## src/rtl/bram_arb_pkg.sv

```systemverilog
// Shared types for the BRAM port B arbiter: boot FSM states, response
// owner tags and the stall counter width.
package bram_arb_pkg;

  typedef enum logic [1:0] {
    ST_BOOT  = 2'd0,
    ST_FLUSH = 2'd1,
    ST_RUN   = 2'd2
  } arbState_t;

  typedef enum logic {
    OWNER_CPU = 1'b0,
    OWNER_LDR = 1'b1
  } owner_t;

  localparam int STALL_CNT_W = 16;

endpackage

```

## src/rtl/bram_port_arbiter_rr_arb2.sv

```systemverilog
// Two-way round-robin picker. On a tie the requester that did not win
// the previous grant wins; the loader counts as the last winner after
// reset, so the CPU takes the first tie.
module rr_arb2
  import bram_arb_pkg::*;
(
  input  logic clk,
  input  logic reset,
  input  logic enable,
  input  logic reqCpu,
  input  logic reqLdr,
  output logic gntCpu,
  output logic gntLdr
);

  owner_t lastWinner;

  // Pick a winner from the live requests and the last winner.
  always_comb begin
    gntCpu = 1'b0;
    gntLdr = 1'b0;
    if (enable) begin
      if (reqCpu && reqLdr) begin
        if (lastWinner == OWNER_LDR) begin
          gntCpu = 1'b1;
        end else begin
          gntLdr = 1'b1;
        end
      end else begin
        gntCpu = reqCpu;
        gntLdr = reqLdr;
      end
    end
  end

  // Remember who was granted most recently.
  always_ff @(posedge clk or negedge reset) begin
    if (!reset) begin
      lastWinner <= OWNER_LDR;
    end else if (gntCpu) begin
      lastWinner <= OWNER_CPU;
    end else if (gntLdr) begin
      lastWinner <= OWNER_LDR;
    end
  end

endmodule

```

## src/rtl/bram_port_arbiter.sv

```systemverilog
// Port B arbiter and boot sequencer for the shared instruction/data BRAM.
// The loader owns the port during boot; after a one-cycle flush the CPU
// and loader share it round-robin. Responses are tagged with their owner
// so the registered read data returns to the requester that issued it.
module bram_port_arbiter
  import bram_arb_pkg::*;
#(
  parameter int ADDR_WIDTH = 13,
  parameter int NUM_COL    = 4,
  parameter int COL_WIDTH  = 8,
  parameter int DATA_WIDTH = NUM_COL * COL_WIDTH
) (
  input  logic                   clk,
  input  logic                   reset,
  input  logic                   cpu_req,
  input  logic [NUM_COL-1:0]     cpu_we,
  input  logic [ADDR_WIDTH-1:0]  cpu_addr,
  input  logic [DATA_WIDTH-1:0]  cpu_wdata,
  output logic                   cpu_gnt,
  output logic                   cpu_rvalid,
  output logic [DATA_WIDTH-1:0]  cpu_rdata,
  input  logic                   ldr_req,
  input  logic [NUM_COL-1:0]     ldr_we,
  input  logic [ADDR_WIDTH-1:0]  ldr_addr,
  input  logic [DATA_WIDTH-1:0]  ldr_wdata,
  output logic                   ldr_gnt,
  output logic                   ldr_rvalid,
  output logic [DATA_WIDTH-1:0]  ldr_rdata,
  input  logic                   ldr_boot_done,
  output logic                   cpu_hold,
  output logic                   bram_en,
  output logic [NUM_COL-1:0]     bram_we,
  output logic [ADDR_WIDTH-1:0]  bram_addr,
  output logic [DATA_WIDTH-1:0]  bram_din,
  input  logic [DATA_WIDTH-1:0]  bram_dout,
  output logic [STALL_CNT_W-1:0] stall_cnt
);

  arbState_t state;
  arbState_t nextState;
  logic      arbCpuGnt;
  logic      arbLdrGnt;
  logic      respValid;
  owner_t    respOwner;

  rr_arb2 uArb (
    .clk    (clk),
    .reset  (reset),
    .enable (state == ST_RUN),
    .reqCpu (cpu_req),
    .reqLdr (ldr_req),
    .gntCpu (arbCpuGnt),
    .gntLdr (arbLdrGnt)
  );

  // Boot sequencer state register.
  always_ff @(posedge clk or negedge reset) begin
    if (!reset) begin
      state <= ST_BOOT;
    end else begin
      state <= nextState;
    end
  end

  // Next state, grants and CPU hold; grants are forced low while reset is asserted.
  always_comb begin
    nextState = state;
    cpu_gnt   = 1'b0;
    ldr_gnt   = 1'b0;
    cpu_hold  = (state != ST_RUN);
    case (state)
      ST_BOOT: begin
        ldr_gnt = ldr_req & reset;
        if (ldr_boot_done) begin
          nextState = ST_FLUSH;
        end
      end
      ST_FLUSH: begin
        nextState = ST_RUN;
      end
      ST_RUN: begin
        cpu_gnt = arbCpuGnt & reset;
        ldr_gnt = arbLdrGnt & reset;
      end
      default: begin
        nextState = ST_BOOT;
      end
    endcase
  end

  // Steer the granted requester onto BRAM port B, all zeros when idle.
  always_comb begin
    bram_en   = cpu_gnt | ldr_gnt;
    bram_we   = '0;
    bram_addr = '0;
    bram_din  = '0;
    if (cpu_gnt) begin
      bram_we   = cpu_we;
      bram_addr = cpu_addr;
      bram_din  = cpu_wdata;
    end else if (ldr_gnt) begin
      bram_we   = ldr_we;
      bram_addr = ldr_addr;
      bram_din  = ldr_wdata;
    end
  end

  // Tag each granted access so its response returns to the right requester.
  always_ff @(posedge clk or negedge reset) begin
    if (!reset) begin
      respValid <= 1'b0;
      respOwner <= OWNER_CPU;
    end else begin
      respValid <= cpu_gnt | ldr_gnt;
      respOwner <= ldr_gnt ? OWNER_LDR : OWNER_CPU;
    end
  end

  assign cpu_rvalid = respValid & (respOwner == OWNER_CPU);
  assign ldr_rvalid = respValid & (respOwner == OWNER_LDR);
  assign cpu_rdata  = bram_dout;
  assign ldr_rdata  = bram_dout;

  // Count RUN cycles in which the CPU asked for the port and was refused.
  always_ff @(posedge clk or negedge reset) begin
    if (!reset) begin
      stall_cnt <= '0;
    end else if ((state == ST_RUN) && cpu_req && !cpu_gnt && (stall_cnt != '1)) begin
      stall_cnt <= stall_cnt + STALL_CNT_W'(1);
    end
  end

endmodule
```

## config.mk

```make
export PLATFORM = sky130hd
export DESIGN_NAME = bram_port_arbiter
export DESIGN_NICKNAME = d
export VERILOG_FILES = /design/src/rtl/bram_arb_pkg.sv /design/src/rtl/bram_port_arbiter_rr_arb2.sv /design/src/rtl/bram_port_arbiter.sv
export SDC_FILE = /design/constraint.sdc
export NUM_CORES = 1
export LEC_CHECK = 0
export ABC_AREA = 1
export CAP_MARGIN = 20
export CORE_MARGIN = 3
export CORE_UTILIZATION = 26
export DETAILED_ROUTE_END_ITERATION = 10
export PLACE_DENSITY = 0.78
export REMOVE_ABC_BUFFERS = 1
export SYNTH_ARGS = -nofsm -noshare
export SYNTH_HDL_FRONTEND = slang
export SYNTH_HIERARCHICAL = 1
export SYNTH_SLANG_ARGS = --single-unit
export TNS_END_PERCENT = 100
```

## constraint.sdc

```tcl
create_clock -name clk -period 2.35 [get_ports clk]
set_input_delay 0.705 -clock clk [delete_from_list [all_inputs] [get_ports clk]]
set_output_delay 0.705 -clock clk [all_outputs]
set_load 0.005 [all_outputs]
```

After elaboration in Yosys (flattened, before gate mapping)
Index checks and enable logic that the tools add are counted.
{ "totals": {"elab_cells": 46, "output_inout_bits": 135, "register_bits": 21, "in_bits": 135} }
{ "op_classes": {"eq_ne": 5, "n_bitwise": 8, "reduce_logical": 8, "muxes": 19, "n_addsub": 1} }
{ "ops": {"columns": ["operator", "n"], "rows": [
  ["$mux 32", 2],
  ["$mux 13", 2],
  ["$add 16x1->16 const B", 1],
  ["$ne 16x16->1 const B", 1],
  ["$mux 1", 10],
  ["$mux 4", 2],
  ["$pmux 2 s3", 1],
  ["$and 1x1->1", 5],
  ["$logic_and 1x1->1", 4],
  ["$ne 2x2->1 const B", 2],
  ["$eq 2x1->1 const B", 1],
  ["$eq 2x2->1 const B", 1],
  ["$logic_not 2->1", 1],
  ["$mux 2", 1],
  ["$not 1->1", 2],
  ["$pmux 1 s2", 1],
  ["$reduce_and 2->1", 1],
  ["$reduce_bool 2->1", 1],
  ["$logic_not 1->1", 1],
  ["$or 1x1->1", 1]
]} }

Longest topological paths before layout
Gate-level depths: netlist of run 1.
{ "depth": {"depth_word": 8, "ltp_mapped": 14, "depth_no_buf": 13} }

Modules after synthesis
Netlist of run 1, hierarchy kept.
{ "by_module_without_submodules": {"columns": ["module", "cells_per_inst", "area_per_inst_um2", "seq_area_each_um2", "instances"], "rows": [
  ["bram_port_arbiter", 399, 2433.6, 500.5, 1],
  ["rr_arb2", 12, 73.8, 26.3, 1]
]} }

Worst setup path before layout of run 1
No wires, ideal clock.
{ "synth_timing": {"kind": "input port to output port", "start": "in cpu_req", "end": "out bram_addr[10]", "slack_ns": 0.016, "required_time_ns": 1.645, "cell_stages": 11, "t_arrival_ns": 1.629, "n_path_buf": 2, "cell_sequence": "nand2_1 inv_2 nand2_2 inv_1 nand2_1 nor2_4 inv_2 buf_2 buf_2 nand3_1 nand2_1"} }
{ "synth_between": {"elab_cells_between_ends": 11, "classes_between": "8 x mux; 2 x bitwise; 1 x reduce/logical"} }
{ "synth_rtl": {"columns": ["element", "line", "source"], "rows": [
  ["from (decl)", "bram_port_arbiter.sv:15", "input logic cpu_req,"],
  ["$logic_and 1x1->1", "bram_port_arbiter_rr_arb2.sv:23", "if (reqCpu && reqLdr) begin"],
  ["$mux 1 *", "bram_port_arbiter_rr_arb2.sv:23", null],
  ["$mux 1 *", "bram_port_arbiter_rr_arb2.sv:22", "if (enable) begin"],
  ["net arbCpuGnt", "bram_port_arbiter.sv:41", "logic arbCpuGnt;"],
  ["$and 1x1->1 *", "bram_port_arbiter.sv:82", "cpu_gnt = arbCpuGnt & reset;"],
  ["$mux 1 *", "bram_port_arbiter.sv:71", "case (state)"],
  ["$mux 13 *", "bram_port_arbiter.sv:97", "if (cpu_gnt) begin"],
  ["to (decl)", "bram_port_arbiter.sv:33", "output logic [ADDR_WIDTH-1:0] bram_addr,"]
]} }
Mark *: on every way through the listed nets, which the timed path passes. The rest lies on a longest branch.

Worst setup path in the final report of run 1
{ "layout_timing": {"start": "in reset", "end": "out bram_din[0]"} }
{ "layout_between": {"elab_chain_len": 4, "elab_cells_between_ends": 7, "classes_between": "4 x mux; 3 x bitwise"} }
{ "layout_lines": {"columns": ["element", "line", "source"], "rows": [
  ["from (decl)", "bram_port_arbiter.sv:14", "input logic reset,"],
  ["$and 1x1->1 (on tied branches)", "bram_port_arbiter.sv:83, bram_port_arbiter.sv:73", null],
  ["$pmux 1 s2", "bram_port_arbiter.sv:71", null],
  ["$mux 32", "bram_port_arbiter.sv:101", "end else if (ldr_gnt) begin"],
  ["$mux 32 *", "bram_port_arbiter.sv:97", null],
  ["to (decl)", "bram_port_arbiter.sv:34", "output logic [DATA_WIDTH-1:0] bram_din,"]
]} }
Mark *: on every way between the ends. The rest lies on a longest branch, timed or not.

==> results.sh, run 1 <==
export IMPL_cp_top_family="buffers and inverters"
export IMPL_worst_pin_slew_ns=0.471
export IMPL_rrSetupSlack_ns=0.49
export IMPL_rsz0062_at_grt="true"
export IMPL_crit_chain="clkdlybuf4s15_2, nand2_1, nor3_4, buf_6, buf_6, buf_16, nand3_1, nand2_1, clkdlybuf4s15_2"
export IMPL_drt_antenna_violating_nets=0
export IMPL_synth_area_per_cell_um2=6.10
export IMPL_seq_area_um2=527
export IMPL_pin_count=270
export IMPL_netlist_instances=411
export IMPL_synth_area_leaders="nand2_1 (25%), dfrtp_1 (20%), buf_4 (19%)"
export IMPL_yosys_area_share_simple=0.456
export IMPL_die_x_um=104
export IMPL_row_count=35
export IMPL_synth_edf_count=0
export IMPL_grt_first_pass_wirelength_um=19700
export IMPL_setup_viol_count_final=52
export IMPL_numPortBuffers=173
export IMPL_crit_slowest_cell="clkdlybuf4s15_2"
export IMPL_synth_top_area_frac=0.251
export IMPL_synth_top_family_by_area="simple AND/OR/NAND/NOR gates"
export IMPL_setup_tns_ns=-15.66
export IMPL_htreeDepth=1
export IMPL_relSlewSlack=0.686
export IMPL_ys_flop_type="dfrtp_1"
export IMPL_path_class="in -> out"
export IMPL_detail_route_iter0_violations=190
export IMPL_violations="setup timing"
export IMPL_postRouteWirelength_um=13200
export IMPL_async_reset_ff_frac=1.00
export IMPL_cp_arrival_ns=2.05
export IMPL_final_util=0.496
export IMPL_dr_pass1_iters=4
export IMPL_synth_area_um2=2510
export IMPL_dieArea_um2=10900
export IMPL_clock_fmax_ghz=0.363
export IMPL_hold_viol=0
export IMPL_maxCapViolCount=0
export IMPL_synthXorXnorAreaFrac=0.0175
export IMPL_multi_input_comb_area_um2=1490
export IMPL_grt_usage=0.233
export IMPL_die_h_um=104
export IMPL_cp_start_kind="primary input"
export IMPL_ir_drop_mv=0.263
export IMPL_cts_sinks=21
export IMPL_initial_core_util=0.269
export IMPL_areaGrowthSynthToFinish_pct=84.4
export IMPL_routedWlPerCell_um=18.8
export IMPL_finalClockSkew_ns=0.00401
export IMPL_synth_fa_ha_area_frac=0.00499
export IMPL_ys_seq_elements=21
export IMPL_status="finished with violations"
export IMPL_clk_latency_ns=0.27
export IMPL_hold_class="in -> async"
export IMPL_antenna_found_initial=6
export IMPL_synthDistinctLibCells=26
export IMPL_dp_hpwl_um=9400
export IMPL_grt_max_degree=20
export IMPL_cp_buffers_inverters=5
export IMPL_cts_tree="built"
export IMPL_fillerInstances=895
export IMPL_place_congestion=0.933
export IMPL_cpPeakStageDelay_ns=0.26
export IMPL_num_vias=3327
export IMPL_synth_top_area_cell="nand2_1"
export IMPL_p_per_area_nw_per_um2=630
export IMPL_synth_seq_area_share=0.210
export IMPL_fin_nets=702
export IMPL_muxShareOfSynthArea=0
export IMPL_cts_buffer_depth=2
export IMPL_period_minus_slack_ns=2.75
export IMPL_coreArea_um2=9330
export IMPL_endpoint_kind="primary output"
export IMPL_clockRootBuffer="clkbuf_8"
export IMPL_fin_crit_sh=1.17
export IMPL_slew_violations=0
export IMPL_leakage_nw=2.22
export IMPL_cp_max_fo=9
export IMPL_synth_compound_area_frac=0.0349
export IMPL_avgViaCountPerCell=4.75
export IMPL_gr_total_overflow=0
export IMPL_cp_required_ns=1.64
export IMPL_clkSlewWorstSetupHoldPaths_ns=0.08
export IMPL_cts_buffers=3
export IMPL_grt_pass1_vias=3551
export IMPL_place_ws_ns=-1.08
export IMPL_layout_drive_gt1_share=0.324
export IMPL_post_route_worst_setup_slack_ns=-0.404
export IMPL_yosys_warnings=6
export IMPL_drcViolationCount=0
per-stage QoR:
step	power [mW]	hold slack, ns	instance area, um2	cells
floorplan	1.22	0.409	1910	330
global placement	2.20	0.529	3970	646
detailed placement	2.24	0.549	3970	646
CTS	2.85	0.487	4510	691
global route	3.15	0.499	4620	701
finish	2.91	0.517	4620	701
Yosys cell counts, types with 2 or more instances:
cell / number
xnor2_1: 3
o21ai_1: 3
inv_2: 6
nand2_1: 168
xor2_1: 2
dfrtp_1: 20
nand3_1: 59
inv_1: 20
nor2_1: 19
nor2_4: 3
nor2_2: 2
o21ai_0: 3
clkbuf_1: 8
o21ai_2: 6
buf_2: 2
nand2_2: 3
buf_6: 6
buf_4: 65
nand4_1: 6
report_power, final:
| part | internal (mW) | switching, mW |
|---|---|---|
| logic | 1.15 | 0.875 |
| registers | 0.481 | 0.155 |
| clock network | 0.121 | 0.128 |
state kept, by name (all words and copies together) (netlist names):
register         cells
stall_cnt           16
respValid            1
uArb/lastWinner      1
respOwner            1
state                2
cells by family after synthesis:
group,Yosys count
AND/OR/NAND/NOR,264
buffers and inverters,107
flip-flops,21
AO/OA/AOI/OAI,13
XOR/XNOR,5
adder cells (fa/ha/maj),1
cell usage in the layout (no fill, tap or decap), types with 3 or more instances in the layout:
cell type	Yosys	final
clkbuf_8	0	3
nand4_1	6	6
nand2_4	1	3
dfrtp_1	20	20
nor2_1	19	18
buf_8	0	4
nand2_2	3	7
buf_4	65	24
o21ai_2	6	6
buf_12	0	6
diode_2	0	7
buf_2	2	48
nand3_1	59	26
xnor2_1	3	3
nor2_4	3	3
inv_2	6	5
nand2_1	168	162
nand3_2	1	33
buf_16	0	8
o21ai_0	3	3
o21ai_1	3	3
inv_1	20	19
nor2_2	2	3
buf_6	6	19
clkdlybuf4s50_1	0	118
cell type report:
type,instances,area share
Multi-Input combinational cell,283,0.323
Timing Repair Buffer,231,0.491
Inverter,26,0.0244
Antenna cell,7,0.00379
Sequential cell,21,0.114
Clock buffer,4,0.00974
Tap cell,129,0.0349
worst reg2reg max path, cell delays in order, from the launching register on:
cell and delay [ns]:
dfrtp_1 0.42, nand2_4 0.10, inv_4 0.05, buf_4 0.12, buf_4 0.13, nor2_2 0.13, nor3_4 0.06, buf_6 0.12
buf_6 0.12, buf_4 0.13, or2_2 0.28, buf_4 0.13
routing by layer:
layer / GRT usage / up-vias / share of wire
li1: - / 1544 / -
met1: 0.248 / 1517 / 0.37
met2: 0.376 / 229 / 0.46
met3: 0.126 / 33 / 0.12
met4: 0.0959 / 4 / 0.046
met5: 0.0952 / - / 0.0076
worst paths after layout:
path / cells past startpoint / end / from
setup / recovery: 9 / bram_din[0] / reset
hold / removal: 2 / state[1] / reset
setup reg to reg: 11 / respValid / state[1]
hold reg to reg: 2 / stall_cnt[1] / stall_cnt[1]
max in group asynchronous: 2 / uArb/lastWinner / reset
min in group clk: 2 / stall_cnt[1] / stall_cnt[1]
what timing repair did:
item | CTS | global route
resized for setup | 280 | 29
cloned | 10 | 1
hold buffers | 0 | 0
setup endpoints to repair | 52 | 52
pin swaps | 18 | 19
buffers inserted | 32 | 7
Power figures use the tool's default switching activity.
==> run 2, diff against run 1 <==
Settings changed: CORE_ASPECT_RATIO set to 0.7, SLEW_MARGIN set to 20.
Clock period 2.35 ns to 2.3 ns, I/O delays scaled along.
==> run 2 against run 1 <==
Compared with the run above: register-to-register slack worse by 0.05 ns; combinational power up 15%; largest cell class unchanged; utilization up 3.3 points; the run still ends with setup timing left; critical path depth up 2; routed wire length up 1.0%; sequential cell count unchanged; sequential power up 3.3%; non-clock buffer count up 1; clock skew down 0.0019 ns; worst setup slack better by 0.020 ns.
==> results.sh, run 2 (synthesis results as in run 1) <==
export IMPL_fillerInstances=873
export IMPL_hold_class="in -> async"
export IMPL_leakage_nw=2.27
export IMPL_setup_viol_count_final=52
export IMPL_dr_pass1_iters=4
export IMPL_drt_antenna_violating_nets=0
export IMPL_status="finished with violations"
export IMPL_htreeDepth=1
export IMPL_initial_core_util=0.272
export IMPL_clkSlewWorstSetupHoldPaths_ns=0.06
export IMPL_grt_first_pass_wirelength_um=18700
export IMPL_clock_fmax_ghz=0.373
export IMPL_hold_viol=0
export IMPL_rsz0062_at_grt="true"
export IMPL_rr_worst_depth=15
export IMPL_grt_usage=0.229
export IMPL_postRouteWirelength_um=13300
export IMPL_period_minus_slack_ns=2.68
export IMPL_pin_count=270
export IMPL_path_class="in -> out"
export IMPL_grt_pass1_vias=3314
export IMPL_slew_violations=0
export IMPL_top_regs="stall_cnt x16, state x2"
export IMPL_cpPeakStageDelay_ns=0.22
export IMPL_dieArea_um2=10900
export IMPL_placed_area_um2=3970
export IMPL_cp_required_ns=1.61
export IMPL_clk_latency_ns=0.25
export IMPL_endpoint_kind="primary output"
export IMPL_layout_common_cells="nand2_1 (152), clkdlybuf4s50_1 (117), nand3_2 (44), buf_2 (42), buf_6 (25)"
export IMPL_areaGrowthSynthToFinish_pct=94.3
export IMPL_crit_slowest_cell="nor3_4"
export IMPL_avgViaCountPerCell=4.79
export IMPL_cts_buffer_depth=2
export IMPL_final_util=0.529
export IMPL_layout_drive_gt1_share=0.367
export IMPL_crit_chain="buf_2, nand2_4, a21oi_4, nor2_4, nor3_4, buf_6, buf_16, buf_8, nand3_2, nand2_1, buf_2"
export IMPL_cp_max_fo=7
export IMPL_worst_pin_slew_ns=0.497
export IMPL_violations="setup timing"
export IMPL_post_route_worst_setup_slack_ns=-0.384
export IMPL_cts_buffers=3
export IMPL_dp_hpwl_um=9270
export IMPL_row_count=29
export IMPL_ir_drop_mv=0.318
export IMPL_cp_depth=11
export IMPL_place_congestion=0.940
export IMPL_relSlewSlack=0.669
export IMPL_fin_nets=703
export IMPL_maxCapViolCount=0
export IMPL_routedWlPerCell_um=19.3
export IMPL_crit_top_cell="buf_2"
export IMPL_antenna_found_initial=1
export IMPL_mostFrequentLayoutCell="nand2_1"
export IMPL_top_register="stall_cnt"
export IMPL_cts_sinks=21
export IMPL_p_per_area_nw_per_um2=689
export IMPL_detail_route_iter0_violations=319
export IMPL_grt_max_degree=20
export IMPL_cp_arrival_ns=1.99
export IMPL_cp_start_kind="primary input"
export IMPL_numPortBuffers=173
export IMPL_fin_crit_sh=1.17
export IMPL_cp_buffers_inverters=5
export IMPL_clockRootBuffer="clkbuf_16"
export IMPL_num_vias=3311
export IMPL_coreArea_um2=9220
export IMPL_die_h_um=88.2
export IMPL_drcViolationCount=0
export IMPL_finalClockSkew_ns=0.00210
export IMPL_largest_register_ffs=16
export IMPL_cts_tree="built"
export IMPL_post_route_cell_area_um2=4870
export IMPL_whs_ns=0.531
export IMPL_gr_total_overflow=0
export IMPL_cp_top_family="buffers and inverters"
export IMPL_die_x_um=123
export IMPL_postCtsHoldBufs=0
==> run 2: cell types whose count changed in the layout (fill, tap and decap cells not counted), sizes merged <==
| cell | change |
|---|---|
| buf | +3 |
| clkbuf | -2 |
| clkdlybuf4s15 | -1 |
| clkdlybuf4s50 | -1 |
| diode | -6 |
| dlymetal6s2s | +1 |
| inv | +1 |
==> run 2: layout make-up <==
type,count,area [um2],area share
Tap cell,124,155,0.0318
Clock inverter,1,5.00,0.00103
Timing Repair Buffer,232,2380,0.488
Sequential cell,21,527,0.108
Antenna cell,1,2.50,0.000514
Clock buffer,3,75.1,0.0154
Multi-Input combinational cell,283,1620,0.333
Inverter,26,108,0.0221
==> run 2: path summary, 6_finish.rpt <==
| check | to | slack [ns] | start |
|---|---|---|---|
| worst max-delay path | bram_din[23] | -0.38 | ldr_req |
| worst min-delay path | state[0] | 0.53 | reset |
| worst max register to register | stall_cnt[2] | 0.44 | state[0] |
| worst min register to register | state[0] | 0.55 | state[0] |
| max in group asynchronous | uArb/lastWinner | 1.40 | reset |
| min in group clk | state[0] | 0.55 | state[0] |
==> run 2: metal layers <==
layer,track usage,wire length (um),up-vias
met5,0.0536,0,-
met4,0.0352,235,0
met3,0.158,2080,18
met2,0.341,5930,225
met1,0.274,5080,1535
li1,-,-,1533
==> run 2: what timing repair did <==
action,in CTS,in global routing
setup endpoints to repair,52,53
pin swaps,31,38
buffers inserted,28,9
gates resized for setup,281,64
cloned,10,1
==> run 2: worst register-to-register path: cells and delay by family (launching register included) <==
kind,cells,cell delay (ns)
buf+inv,7,0.63
simple gates,6,0.48
flops,1,0.39
compound gates,2,0.30
==> run 2: metrics by stage <==
step / total power [mW] / instances / worst slack (ns) / TNS, ns
after floorplan: 1.25 / 330 / -0.652 / -32.77
after global placement: 2.26 / 642 / -1.08 / -53.46
after detailed placement: 2.30 / 642 / -1.11 / -55.76
after CTS: 3.18 / 683 / -0.412 / -17.85
after global routing: 3.59 / 691 / -0.476 / -22.18
final: 3.36 / 691 / -0.384 / -17.70
==> run 2: power breakdown <==
part | total, mW | switching, mW | internal (mW)
registers | 0.656 | 0.164 | 0.492
clock network | 0.366 | 0.132 | 0.233
logic | 2.34 | 0.999 | 1.34
total | 3.36 | 1.29 | 2.06
